## src/rtl/kitchen_timer_pkg.sv

```systemverilog
// rtl/kitchen_timer_pkg.sv - state type, BCD digit limits and load clamp for the MM:SS timer
package kitchen_timer_pkg;

   typedef enum logic [1:0] {
      IDLE    = 2'd0,
      RUN     = 2'd1,
      EXPIRED = 2'd2
   } timer_state_t;

   localparam logic [3:0] SEC_UPPER_MAX = 4'd5;
   localparam logic [3:0] MIN_UPPER_MAX = 4'd5;
   localparam logic [3:0] LOWER_MAX     = 4'd9;

   function automatic logic [3:0] clamp_digit(input logic [3:0] value, input logic [3:0] max);
      return (value > max) ? max : value;
   endfunction

endpackage

```

## src/rtl/bcd_digit_ctr.sv

```systemverilog
// rtl/bcd_digit_ctr.sv - one BCD digit 0..MAX with load, increment and decrement
module bcd_digit_ctr
   import kitchen_timer_pkg::*;
#(
   parameter logic [3:0] MAX = LOWER_MAX
)(
   input  logic       CLK,
   input  logic       reset,
   input  logic       clear,
   input  logic       load,
   input  logic [3:0] load_value,
   input  logic       inc,
   input  logic       dec,
   output logic [3:0] digit,
   output logic       carry,
   output logic       borrow
);

   // carry/borrow ripple to the next digit in the same cycle this digit wraps
   assign carry  = inc && (digit == MAX);
   assign borrow = dec && (digit == 4'd0);

   always_ff @(posedge CLK or negedge reset) begin
      if (!reset) begin
         digit <= 4'd0;
      end else if (clear) begin
         digit <= 4'd0;
      end else if (load) begin
         digit <= load_value;
      end else if (inc) begin
         digit <= carry ? 4'd0 : digit + 4'd1;
      end else if (dec) begin
         digit <= borrow ? MAX : digit - 4'd1;
      end
   end

endmodule

```

## src/rtl/bcd_mmss_timer.sv

```systemverilog
// rtl/bcd_mmss_timer.sv - MM:SS BCD kitchen timer core; optional alarm under KITCHEN_TIMER_ALARM_EN
module bcd_mmss_timer
   import kitchen_timer_pkg::*;
#(
   parameter int TICK_DIV = 100,
   parameter int WRAP_UP  = 0
)(
   input  logic       CLK,
   input  logic       reset,
   input  logic       clear,
   input  logic       load,
   input  logic       start,
   input  logic       stop,
   input  logic       dir,
   input  logic [3:0] minutes_upper_in,
   input  logic [3:0] minutes_lower_in,
   input  logic [3:0] seconds_upper_in,
   input  logic [3:0] seconds_lower_in,
   output logic [3:0] minutes_upper,
   output logic [3:0] minutes_lower,
   output logic [3:0] seconds_upper,
   output logic [3:0] seconds_lower,
   output logic       running,
   output logic       tick,
   output logic       done,
   output logic       alarm,
   input  logic       alarm_ack
);

   localparam logic [23:0] PRESC_LAST = 24'(TICK_DIV - 1);

   timer_state_t state, next_state;
   logic [23:0]  presc;
   logic [15:0]  value;
   logic         at_zero, at_one, at_max, saturate;
   logic         load_acc, stop_acc, start_acc;
   logic         tick_now, tick_inc, tick_dec, expire_now;
   logic         sl_carry, sl_borrow, su_carry, su_borrow, ml_carry, ml_borrow;
   logic         unused_mu_carry, unused_mu_borrow;
   logic [3:0]   ld_mu, ld_ml, ld_su, ld_sl;

   assign ld_mu = clamp_digit(minutes_upper_in, MIN_UPPER_MAX);
   assign ld_ml = clamp_digit(minutes_lower_in, LOWER_MAX);
   assign ld_su = clamp_digit(seconds_upper_in, SEC_UPPER_MAX);
   assign ld_sl = clamp_digit(seconds_lower_in, LOWER_MAX);

   assign value    = {minutes_upper, minutes_lower, seconds_upper, seconds_lower};
   assign at_zero  = (value == 16'h0000);
   assign at_one   = (value == 16'h0001);
   assign at_max   = (value == 16'h5959);
   assign saturate = at_max && (WRAP_UP == 0);

   always_comb begin
      load_acc   = load && !clear && (state != RUN);
      stop_acc   = stop && !clear && (state == RUN);
      start_acc  = start && !clear && !load_acc && !stop && (state != RUN) && !(!dir && at_zero);
      tick_now   = (state == RUN) && !clear && !stop && (presc == PRESC_LAST);
      tick_inc   = tick_now && dir && !saturate;
      // a down tick at 00:00 (reachable only after a mid-run dir flip) holds and expires
      tick_dec   = tick_now && !dir && !at_zero;
      expire_now = tick_now && (dir ? saturate : (at_zero || at_one));
      next_state = state;
      if (clear || load_acc || stop_acc) begin
         next_state = IDLE;
      end else if (start_acc) begin
         next_state = RUN;
      end else if (expire_now) begin
         next_state = EXPIRED;
      end
   end

   always_ff @(posedge CLK or negedge reset) begin
      if (!reset) begin
         state   <= IDLE;
         presc   <= 24'd0;
         running <= 1'b0;
         tick    <= 1'b0;
         done    <= 1'b0;
      end else begin
         state   <= next_state;
         running <= (next_state == RUN);
         tick    <= tick_now;
         done    <= expire_now;
         // stop leaves the prescaler untouched so a resume completes the partial second
         if (clear || load_acc || tick_now) begin
            presc <= 24'd0;
         end else if ((state == RUN) && !stop_acc) begin
            presc <= presc + 24'd1;
         end
      end
   end

   bcd_digit_ctr #(.MAX(LOWER_MAX)) u_sec_lower (
      .CLK(CLK), .reset(reset), .clear(clear), .load(load_acc), .load_value(ld_sl),
      .inc(tick_inc), .dec(tick_dec),
      .digit(seconds_lower), .carry(sl_carry), .borrow(sl_borrow)
   );

   bcd_digit_ctr #(.MAX(SEC_UPPER_MAX)) u_sec_upper (
      .CLK(CLK), .reset(reset), .clear(clear), .load(load_acc), .load_value(ld_su),
      .inc(sl_carry), .dec(sl_borrow),
      .digit(seconds_upper), .carry(su_carry), .borrow(su_borrow)
   );

   bcd_digit_ctr #(.MAX(LOWER_MAX)) u_min_lower (
      .CLK(CLK), .reset(reset), .clear(clear), .load(load_acc), .load_value(ld_ml),
      .inc(su_carry), .dec(su_borrow),
      .digit(minutes_lower), .carry(ml_carry), .borrow(ml_borrow)
   );

   bcd_digit_ctr #(.MAX(MIN_UPPER_MAX)) u_min_upper (
      .CLK(CLK), .reset(reset), .clear(clear), .load(load_acc), .load_value(ld_mu),
      .inc(ml_carry), .dec(ml_borrow),
      .digit(minutes_upper), .carry(unused_mu_carry), .borrow(unused_mu_borrow)
   );

`ifdef KITCHEN_TIMER_ALARM_EN
   // set follows done, so an ack landing in the done cycle loses to the set
   always_ff @(posedge CLK or negedge reset) begin
      if (!reset) begin
         alarm <= 1'b0;
      end else if (done) begin
         alarm <= 1'b1;
      end else if (alarm_ack || clear || start_acc) begin
         alarm <= 1'b0;
      end
   end
`else
   logic unused_alarm_ack;
   assign unused_alarm_ack = alarm_ack;
   assign alarm            = 1'b0;
`endif

endmodule
```

## config.mk

```make
export PLATFORM = sky130hd
export DESIGN_NAME = bcd_mmss_timer
export DESIGN_NICKNAME = d
export VERILOG_FILES = /design/src/rtl/kitchen_timer_pkg.sv /design/src/rtl/bcd_digit_ctr.sv /design/src/rtl/bcd_mmss_timer.sv
export SDC_FILE = /design/constraint.sdc
export NUM_CORES = 1
export LEC_CHECK = 0
export ABC_AREA = 1
export CAP_MARGIN = 25
export CORE_MARGIN = 2
export CORE_UTILIZATION = 45
export DETAILED_ROUTE_END_ITERATION = 8
export GPL_ROUTABILITY_DRIVEN = 0
export PLACE_DENSITY = 0.63
export SETUP_SLACK_MARGIN = 0.5
export SLEW_MARGIN = 20
export SYNTH_ARGS = -nofsm -noshare
export SYNTH_HDL_FRONTEND = slang
export SYNTH_HIERARCHICAL = 1
export SYNTH_SLANG_ARGS = --single-unit
```

## constraint.sdc

```tcl
create_clock -name CLK -period 6.3 [get_ports CLK]
set_clock_uncertainty 0.15 [all_clocks]
set_input_delay 1.26 -clock CLK [delete_from_list [all_inputs] [get_ports CLK]]
set_output_delay 1.26 -clock CLK [all_outputs]
set_load 0.05 [all_outputs]
```

==> qor.yml <==
post_drt_wl_per_cell_um: 11.9
post_dp_cell_area_um2: 4320
globalRouteOverflowTotal: 0
h-tree-depth: 2
num_rows: 33
grtUsageTotal: 0.186
pwr_density_cell_nw_per_um2: 189
grt_pass1_vias: 3203
die_x_um: 96.6
tns_ns: 0
slew_headroom: 0.616
use_met3: 0.0361
drt-initial-drc-count: 166
r2r-end: "u_min_upper/digit[3]"
drv_cap: 0
finish.utilization: 0.538
hold_path_startpoint: "presc[21]"
final_antenna_net_count: 0
required_ns: 6.35
hold_viol_final: 0
grt_use_met1: 0.273
hold_path_class: "reg -> reg"
timing.reg2reg.worst_path_depth: 24
start_util: 0.468
clk_path_buf_depth: 2
num_antenna_cells: 0
fp.dieH_um: 96.6
syn_to_final_growth_pct: 15.0
period_needed_ns: 4.58
fin_cells: 728
finalNetCount: 663
ctsResizeCount: 0
core_area_um2: 8260
clk_pin_slew_ns: 0.09
vias: 3591
port_buffers: 41
cts_buffers: 5
clk_root_buffer_cell: "clkbuf_8"
holdPathEnd: "presc[21]"
cts_tree: "yes"
place_inst: 720
worst_slack_ns: 1.72
finish.instance_area_um2: 4440
synth_area_per_cell_um2: 6.65
drv_slew: 0
critPathArrivalTime_ns: 4.63
post_cts.repair.setup_buffers: 0
remaining_drc_errors: 0
whs_path_depth: 1
fmax_ghz: 0.218
worst_pin_slew_ns: 0.576
floorplan.die_area_um2: 9340
clkSinkCount: 45
viasPerCell: 4.93
ir_worst_vdd_mv: 0.0920
first_pass_iters: 4
total_power_mw: 0.838
grt_max_degree: 46
wl_um: 8630
r2r_start: "presc[0]"
rrSetupSlack_ns: 2.80
met2_usage: 0.289
worstSetupEndpointType: "flop"
yosysWarnings: 6
grt_pass1_wl_um: 14700
clk-insertion-delay-late_ns: 0.31
hpwlAfterDp_um: 6430
cts_hold_buf: 0
finalSetupViolations: 0
layout-drive-gt1-share: 0.127
place_ws_ns: 1.43
whs_ns: 0.353
path_class: "in -> reg"
crit_fanout: 10
outcome: "completed"
synth_cells: 581
grt_antenna_before_repair: 0
leakage_nw: 2.21
synth.cell_area_um2: 3860
rsz0062_at_grt: "no"
period_share: 0.728
top_usage_layer: "met2"
start_kind: "input pin"
pin_count: 44
report_power, final:
| group | switching [mW] | internal, mW | total [mW] |
|---|---|---|---|
| Sequential | 0.0457 | 0.302 | 0.348 |
| Clock | 0.101 | 0.129 | 0.230 |
| Combinational | 0.160 | 0.101 | 0.260 |
| Total | 0.306 | 0.532 | 0.838 |
area by class of cell:
cell class                 instances  area (um^2)
sequential                        45         1130
clock inverter                     1         30.0
timing repair buffer              42          415
inverter                          81          313
fill                             828         3820
clock buffer                       7         86.3
multi-input combinational        447         2340
tap                              105          131
worst max-delay path by stage:
stage,start,endpoint,slack [ns],cells after the start
after floorplan,stop,u_min_upper/digit[0],2.66,24
after global placement,clear,u_min_upper/digit[3],1.46,23
after detailed placement,clear,u_min_upper/digit[3],1.43,23
after CTS,clear,u_min_upper/digit[3],1.75,23
after global routing,clear,u_min_upper/digit[3],1.41,23
final,clear,u_min_upper/digit[3],1.72,23
worst max-delay path, cell delays in order:
cell             delay (ns)
clkdlybuf4s50_1        0.70
nor3_1                 0.29
nand2_1                0.16
nor2_8                 0.17
inv_1                  0.06
nor2_1                 0.36
nand4_2                0.23
inv_1                  0.19
nand2_1                0.07
inv_1                  0.06
nand2_2                0.09
inv_2                  0.16
nand2_1                0.07
inv_1                  0.06
nand2_2                0.09
inv_2                  0.12
nand2_1                0.06
inv_1                  0.06
nand2_2                0.09
nand3_2                0.08
nand2_1                0.06
nand3_1                0.09
nand2_1                0.05
flip-flops by register name, summed over array words and instances, names as in the netlist:
| name | count |
|---|---|
| tick | 1 |
| presc | 24 |
| running | 1 |
| u_sec_upper/digit | 4 |
| state | 2 |
| u_min_upper/digit | 4 |
| u_min_lower/digit | 4 |
| u_sec_lower/digit | 4 |
| done | 1 |
routing by layer:
layer	vias to the layer above	routed length (um)	share of wire
met5	-	0	0
met4	0	61	0.0071
met3	4	335	0.039
met2	62	3740	0.43
met1	1633	4490	0.52
li1	1892	-	-
cells in the final DEF (no fill, tap or decap), types with 4 or more instances in the layout:
cell and count:
nand4_1 14, nor3_1 8, nor2_2 19, nor2_1 108, o21ai_1 11, dfrtp_1 45, inv_2 9, o21ai_0 9
xnor2_1 8, nor2_4 5, xor2_1 9, nand3_1 43, nand2_1 144, nand3_2 5, a21oi_1 10, inv_1 67
nand2_2 12, ha_1 17, nor3_2 4, clkbuf_8 6, clkdlybuf4s50_1 40
(Power assumes the default switching activity.)
